==> config.mk <==
export PLATFORM = sky130hd
export DESIGN_NAME = mux_serializer
export DESIGN_NICKNAME = d
export VERILOG_FILES = /design/src/rtl/mux_serializer.sv
export SDC_FILE = /design/constraint.sdc
export NUM_CORES = 1
export LEC_CHECK = 0
export BUFFER_PORTS_ARGS = -buffer_cell sky130_fd_sc_hd__clkbuf_2
export CAP_MARGIN = 20
export CORE_UTILIZATION = 43
export CTS_BUF_LIST = sky130_fd_sc_hd__clkbuf_16
export CTS_CLUSTER_SIZE = 28
export DETAILED_ROUTE_END_ITERATION = 6
export PLACE_DENSITY_LB_ADDON = 0.3
export SYNTH_ARGS = -nofsm -noshare
export SYNTH_HDL_FRONTEND = slang
export SYNTH_SLANG_ARGS = --single-unit
==> constraint.sdc <==
create_clock -name clk -period 1.87 [get_ports clk]
set_input_delay 0.187 -clock clk [delete_from_list [all_inputs] [get_ports clk]]
set_output_delay 0.187 -clock clk [all_outputs]
set_load 0.02 [all_outputs]
==> src/rtl/mux_serializer.sv <==
// mux_serializer: accepts an 8-bit word on a valid/ready input port and
// replays it one bit per output beat by stepping a 3-bit select through all
// eight positions. The live word and select are exported so an external 8:1
// selector can be driven in parallel and cross-checked against out_bit.
//
// Handshake semantics (both ports): a transfer happens on a rising clock edge
// where valid and ready are both high. A source holding valid keeps its
// payload stable until that transfer. out_valid never drops without a
// transfer. in_ready depends combinationally on out_ready, so a new word can
// be taken on the same edge that retires the last beat of the previous one.
module mux_serializer #(
  parameter bit MSB_FIRST = 1'b0,
  parameter int WIDTH     = 8
) (
  input  logic             clk,
  input  logic             rst_n,
  input  logic [WIDTH-1:0] in_data,
  input  logic             in_valid,
  output logic             in_ready,
  output logic [WIDTH-1:0] word,
  output logic [2:0]       sel,
  output logic             out_bit,
  output logic             out_valid,
  input  logic             out_ready,
  output logic             out_last,
  output logic             busy
);

  // First and final bit index of a frame, set by the serialization order.
  localparam logic [2:0] START_IDX = MSB_FIRST ? 3'd7 : 3'd0;
  localparam logic [2:0] END_IDX   = MSB_FIRST ? 3'd0 : 3'd7;

  typedef enum logic {
    IDLE  = 1'b0,
    SHIFT = 1'b1
  } state_t;

  state_t           state, state_next;
  logic [WIDTH-1:0] word_next;
  logic [2:0]       sel_next;
  logic             beat_done;

  // Output decode: valid/busy follow the state; out_bit is a plain mux tap.
  always_comb begin
    out_valid = (state == SHIFT);
    busy      = (state == SHIFT);
    out_bit   = word[sel];
    out_last  = out_valid && (sel == END_IDX);
    beat_done = out_valid && out_ready;
    in_ready  = (state == IDLE) || (beat_done && out_last);
  end

  // Next-state logic: load, step, reload back-to-back, or drop to idle.
  always_comb begin
    state_next = state;
    word_next  = word;
    sel_next   = sel;
    case (state)
      IDLE: begin
        if (in_valid) begin
          word_next  = in_data;
          sel_next   = START_IDX;
          state_next = SHIFT;
        end
      end
      SHIFT: begin
        if (beat_done) begin
          if (sel != END_IDX) begin
            // Mid-frame: step toward the end index; the word is untouched.
            sel_next = MSB_FIRST ? (sel - 3'd1) : (sel + 3'd1);
          end else if (in_valid) begin
            // Frame end with a word waiting: reload with no bubble.
            word_next = in_data;
            sel_next  = START_IDX;
          end else begin
            // Frame end, nothing waiting: park the select, keep the word.
            sel_next   = START_IDX;
            state_next = IDLE;
          end
        end
      end
      default: begin
        state_next = IDLE;
        sel_next   = START_IDX;
      end
    endcase
  end

  // State, word and select registers with asynchronous clear.
  always_ff @(posedge clk or negedge rst_n) begin
    if (!rst_n) begin
      state <= IDLE;
      word  <= '0;
      sel   <= START_IDX;
    end else begin
      state <= state_next;
      word  <= word_next;
      sel   <= sel_next;
    end
  end

endmodule
==> results.md, run 1 <==
* Mean area per synthesized cell at 15.62 um2
* Post-synth cell types at 13
* Sequential cell area at 301.5 um2
* TritonCTS clock tree: built
* Most frequent cells in the layout: clkbuf_2, mux2_2, dfrtp_1
* TritonRoute pass-1 iters at 3
* P&R area growth vs syn at 40.69%
* Num CTS Buffers at 3
* Global-route wire length before repair at 1.987 mm
* Arr. time, crit path at 1610 ps
* GPL Wtd Cong at 0.7258
* Skew-Pair Late Insertion Delay at 240 ps
* Fin nets at 84
* Die X-Extent at 38.67 um
* Largest net degree at the start of global routing at 13
* Post-DP HPWL at 904.7 um
* Drt total wl at 1.262 mm
* Layout Cells excl Fill at 83
* Area of the mapped netlist at 578.1 um2
* Root Driver: clkbuf_16
* Final worst path period share at 96.31%
* Initial Util at 49.36%
* Setup crit start kind: flop
* Switching power at 0.0006470 W
* Slew @ Worst Pin at 304.2 ps
* Worst setup margin at 69.09 ps
* Initial antenna violation count at 0
* Setup violators final at 0
* Placed cell count at 77
* Vias in the first global route at 432
* Switching Fraction at 37.88%
* Fill count at 78
* Area of placed instances at 723.2 um2
* Die area at 1495 um2
* Diodes inserted at 0
* Chip height at 38.67 um
* Ys Warns at 0
* Worst setup startpoint: sel[0]$_DFFE_PN0P_
* # IOs at 28
* DRT antenna net count at 0
* Status: completed
* Peak Freq at 0.5553 GHz
* Sequential share of power at 30.8%
* Remaining Overflow, GRT at 0
* Finished Cell Area at 813.3 um2
* Post-synthesis sequential area ratio at 51.95%
* Crit Path Class: flop to output port
* Proportion of layout cells with a drive suffix above 1 at 69.57%
* Comb power frac at 46.4%
* Pre-CTS WS at 84.10 ps
* Hold Vio Cnt, Final at 0
* Post-route setup TNS at 0 ps
* Initial DRC Count at 2
* HP Class: input pin to flop
* Syn Nets at 51
* Peak VDD IR at 0.9843 mV
* Critical path peak fanout at 6
* Worst EP required at 1680 ps
* Final Power at 0.001708 W
* Worst r2r src: sel[0]$_DFFE_PN0P_
* Clock buffer depth at 2
* Port buffer count at 27
* H-tree depth at 1
* Cell Rows at 12
* Final Slew Violations at 0
* Power share of the clock group at 22.8%
* Clock sinks at 12
* Slew headroom at 79.72%
* Syn Inst Count at 37
* Remaining DRCs at 0
* Pwr dens at 2100 nW/um2
* Core ar. at 1171 um2
* Hold Startpoint: in_data[3]
* Commonest non-fill, non-tap cell in the layout: clkbuf_2
* Crit path capture type: output port
* Vias/cell at 5.217
* Clock slew at reported path FFs at 40 ps
* Seq cells post-synth at 12
* Gr usage total at 21.16%
* Total number of vias at 433
* Minimum clock period at 1801 ps
* Max-cap viol count at 0
* RSZ-0062 raised after global routing: false
* Internal Power at 0.001061 W
* Pleak at 0.4114 nW
* Final Skew at 2.089 ps
* WL/cell at 15.20 um
* Multi-input gate area at 262.8 um2
layout make-up:
class / count / area share, %
timing repair buffer: 29 / 18.77
multi-input combinational: 24 / 32.31
sequential: 12 / 37.08
clock inverter: 1 / 0.4615
clock buffer: 3 / 9.231
tap: 14 / 2.154
final timing paths:
path	end	slack, ps	cells after the start
worst max register to register	word[6]$_DFFE_PN0P_	90	5
min in group asynchronous	word[2]$_DFFE_PN0P_	370	2
worst max-delay path	out_bit	70	3
max in group asynchronous	sel[0]$_DFFE_PN0P_	1250	2
worst min-delay path	word[3]$_DFFE_PN0P_	180	2
worst min register to register	word[5]$_DFFE_PN0P_	530	1
power by group through the flow:
| stage | Combinational (W) | Clock (W) | Sequential [W] |
|---|---|---|---|
| 2_1_floorplan | 0.000383 | 0 | 0.000643 |
| 3_3_place_gp | 0.000750 | 0 | 0.000510 |
| 3_5_place_dp | 0.000760 | 0 | 0.000517 |
| 4_1_cts | 0.000774 | 0.000396 | 0.000519 |
| 5_1_grt | 0.000846 | 0.000407 | 0.000544 |
| 6_report | 0.000793 | 0.000389 | 0.000526 |
synthesized netlist by cell type:
cell | count | area share, %
and2_1 | 1 | 1.1
nand2b_1 | 1 | 1.1
xor2_1 | 1 | 1.5
a22o_2 | 1 | 1.7
buf_4 | 1 | 1.3
mux4_1 | 2 | 9.1
nand2_2 | 1 | 1.1
dfrtp_1 | 12 | 52
nor2_1 | 1 | 0.65
ha_1 | 2 | 4.3
a21bo_2 | 1 | 1.7
a22o_1 | 2 | 3.0
mux2_2 | 11 | 21
repair_timing:
action	4_1_cts	5_1_grt
hold buffers	1	0
gates cloned	0	0
hold endpoints to repair	12	0
setup endpoints to repair	1	1
buffers inserted	0	1
resized for setup	1	3
critical path: stages, from the launching register on:
cell     delay (ps)
dfrtp_2         430
mux4_2          510
mux2_2          280
buf_2           160
sequential cells by signal, indices dropped and copies added (netlist names):
signal  flops
word        8
sel         3
busy        1
cell families after synthesis:
family	share of synthesized area (%)
AND/OR/NAND/NOR	3.898
AO/OA/AOI/OAI	6.494
buffers and inverters	1.299
flip-flops	51.95
multiplexers	30.52
adder cells (fa/ha/maj)	4.328
XOR/XNOR	1.515
per-stage QoR:
stage,hold WS (ps),utilization [%]
after CTS,175.3,69.44
final,176.3,69.44
after global placement,91.57,61.75
after floorplan,-108.6,-
after global routing,175.7,69.44
after detailed placement,89.72,61.75
layer usage:
metal	track usage, %	up-vias	routed length (um)
li1	-	202	-
met1	24.24	207	544
met2	35.00	22	630
met3	6.936	2	68
met4	10.34	0	19
met5	0	-	0
(Power assumes the default switching activity.)
==> run 2, diff against run 1 <==
--- a/config.mk
+++ b/config.mk
@@ -9,9 +9,10 @@
 export CAP_MARGIN = 20
 export CORE_UTILIZATION = 43
 export CTS_BUF_LIST = sky130_fd_sc_hd__clkbuf_16
-export CTS_CLUSTER_SIZE = 28
+export CTS_CLUSTER_SIZE = 8
 export DETAILED_ROUTE_END_ITERATION = 6
 export PLACE_DENSITY_LB_ADDON = 0.3
+export RECOVER_POWER = 100
 export SYNTH_ARGS = -nofsm -noshare
 export SYNTH_HDL_FRONTEND = slang
 export SYNTH_SLANG_ARGS = --single-unit
==> results.md, run 2 (synthesis gave the netlist of run 1 again) <==
* Max-cap viol count at 0 (unchanged)
* Drt total wl at 1.267 mm (was 1.262 mm)
* Worst hold stages at 2 (unchanged)
* Clock slew at reported path FFs at 40 ps (about the same)
* Power share of the clock group at 23.3% (was 22.8%)
* Initial antenna violation count at 0 (unchanged)
* Comb power frac at 45.3% (was 46.4%)
* Clock buffer depth at 2 (unchanged)
* HP Class: input pin to flop (unchanged)
* Fill count at 89 (was 78)
* Worst r2r src: sel[0]$_DFFE_PN0P_ (unchanged)
* Global-route wire length before repair at 1.987 mm (unchanged)
* Switching Fraction at 38.66% (was 37.88%)
* Post-route setup TNS at 0 ps (unchanged)
* Crit Path Class: flop to output port (unchanged)
* Cell Rows at 12 (unchanged)
* Initial DRC Count at 1 (was 2)
* Crit path capture type: output port (unchanged)
* Proportion of layout cells with a drive suffix above 1 at 47.83% (was 69.57%)
* Final Slew Violations at 0 (unchanged)
* Crit path largest cell delay at 510 ps (about the same)
* Slew headroom at 57.22% (was 79.72%)
* Setup violators final at 0 (unchanged)
* Skew-Pair Late Insertion Delay at 240 ps (about the same)
* Worst EP required at 1680 ps (about the same)
* Gr usage total at 21.16% (unchanged)
* Hold Vio Cnt, Final at 0 (unchanged)
* Die area at 1495 um2 (unchanged)
* Clock sinks at 12 (unchanged)
* H-tree depth at 1 (unchanged)
* GPL Wtd Cong at 0.7258 (unchanged)
* # IOs at 28 (unchanged)
* Vias/cell at 5.277 (was 5.217)
* Total number of vias at 438 (was 433)
* WL/cell at 15.27 um (was 15.20 um)
* Hold WS at 175.7 ps (was 176.3 ps)
* Internal Power at 0.001028 W (was 0.001061 W)
* Final worst path period share at 96.29% (was 96.31%)
* Setup crit start kind: flop (unchanged)
* Critical path peak fanout at 6 (unchanged)
* Final Skew at 2.338 ps (was 2.089 ps)
* RSZ-0062 raised after global routing: false (unchanged)
* Switching power at 0.0006478 W (was 0.0006470 W)
* Internal reg-to-reg setup slack at 90 ps (about the same)
* Post-DP HPWL at 904.7 um (unchanged)
* Peak VDD IR at 0.9745 mV (was 0.9843 mV)
* Peak Freq at 0.5554 GHz (was 0.5553 GHz)
* Pwr dens at 2109 nW/um2 (was 2100 nW/um2)
* Diodes inserted at 0 (unchanged)
* Port buffer count at 27 (unchanged)
* Initial Util at 49.36% (unchanged)
* Most flops, register: word (unchanged)
* Vias in the first global route at 432 (unchanged)
* Chip height at 38.67 um (unchanged)
* R2R Path End: word[6]$_DFFE_PN0P_ (unchanged)
* Number of flip-flops under the largest register name at 8 (unchanged)
* Pleak at 0.3661 nW (was 0.4114 nW)
* Most frequent cells in the layout: clkbuf_1, clkbuf_2, mux2_2, dfrtp_1, clkbuf_16 (was clkbuf_2, mux2_2, dfrtp_1)
* TritonRoute pass-1 iters at 5 (was 3)
* Largest net degree at the start of global routing at 13 (unchanged)
* CP delay by family, top: multiplexers (unchanged)
* Critical path cell sequence: mux4_2 -> mux2_2 -> clkbuf_2 (was mux4_2 -> mux2_2 -> buf_2)
* DRT antenna net count at 0 (unchanged)
* Remaining DRCs at 0 (unchanged)
* Fin nets at 84 (unchanged)
* Hold worst-path end: word[3]$_DFFE_PN0P_ (unchanged)
* Slew @ Worst Pin at 641.7 ps (was 304.2 ps)
* Root Driver: clkbuf_16 (unchanged)
* Sequential share of power at 31.4% (was 30.8%)
* Buf+Inv Stages, Crit Path at 1 (unchanged)
* TritonCTS clock tree: built (unchanged)
* Arr. time, crit path at 1610 ps (about the same)
* Status: completed (unchanged)
* Core ar. at 1171 um2 (unchanged)
* Die X-Extent at 38.67 um (unchanged)
* Slowest cell on the critical path: mux4_2 (unchanged)
* Hold Startpoint: in_data[3] (unchanged)
* Num CTS Buffers at 3 (unchanged)
* Commonest non-fill, non-tap cell in the layout: clkbuf_1 (was clkbuf_2)
* Reg2Reg Depth at 5 (unchanged)
* Remaining Overflow, GRT at 0 (unchanged)
* P&R area growth vs syn at 37.45% (was 40.69%)
* Minimum clock period at 1801 ps (about the same)
-- run 2: cell count changes in the layout (fill, tap and decap cells not counted) --
cell and change:
buf_2 -1, clkbuf_1 +15, clkbuf_2 -14
-- run 2: worst max-delay path by stage --
stage | start | cells after the start | endpoint | slack, ps
final | sel[0]$_DFFE_PN0P_ | 3 | out_bit | 70
after global routing | sel[0]$_DFFE_PN0P_ | 3 | out_bit | 20
after floorplan | sel[0]$_DFFE_PN0P_ | 5 | word[0]$_DFFE_PN0P_ | 60
after detailed placement | sel[0]$_DFFE_PN0P_ | 5 | word[6]$_DFFE_PN0P_ | 80
after CTS | sel[0]$_DFFE_PN0P_ | 3 | out_bit | 20
after global placement | sel[0]$_DFFE_PN0P_ | 5 | word[7]$_DFFE_PN0P_ | 150
-- run 2: timing repair --
action	CTS	global route
setup buffers	0	1
cloned	0	0
gates resized for setup	1	3
hold buffers	1	0
setup endpoints to repair	1	1
hold endpoints to repair	12	0
-- run 2: power by group through the flow --
stage                     logic, W  clock network, W  registers [W]
after CTS                 0.000774          0.000396       0.000519
after global routing      0.000816          0.000407       0.000543
after global placement    0.000750                 0       0.000510
after floorplan           0.000383                 0       0.000643
after detailed placement  0.000760                 0       0.000517
final                     0.000759          0.000390       0.000526
-- run 2: metal layers --
layer | track usage [%] | share of wire, % | vias to the layer above
met2 | 35.00 | 50 | 24
li1 | - | - | 202
met3 | 6.936 | 5.7 | 2
met5 | 0 | 0 | -
met1 | 24.24 | 43 | 210
met4 | 10.34 | 1.5 | 0
-- run 2: cell type report --
type | count | area (um2) | share of cell area, %
sequential | 12 | 301.5 | 37.95
clock buffer | 3 | 75.07 | 9.449
clock inverter | 1 | 3.754 | 0.4724
multi-input combinational | 24 | 262.8 | 33.07
timing repair buffer | 29 | 133.9 | 16.85
tap | 14 | 17.52 | 2.205
-- run 2: metrics by stage --
step	std cells	power (W)	setup WS, ps	utilization, %	area, um2
6_report	83	0.001676	69.46	67.84	794.5
3_5_place_dp	77	0.001277	84.10	61.75	723.2
3_3_place_gp	77	0.001259	153.1	61.75	723.2
2_1_floorplan	37	0.001026	62.74	-	578.1
5_1_grt	83	0.001767	24.26	67.84	794.5
4_1_cts	82	0.001689	17.09	69.44	813.3
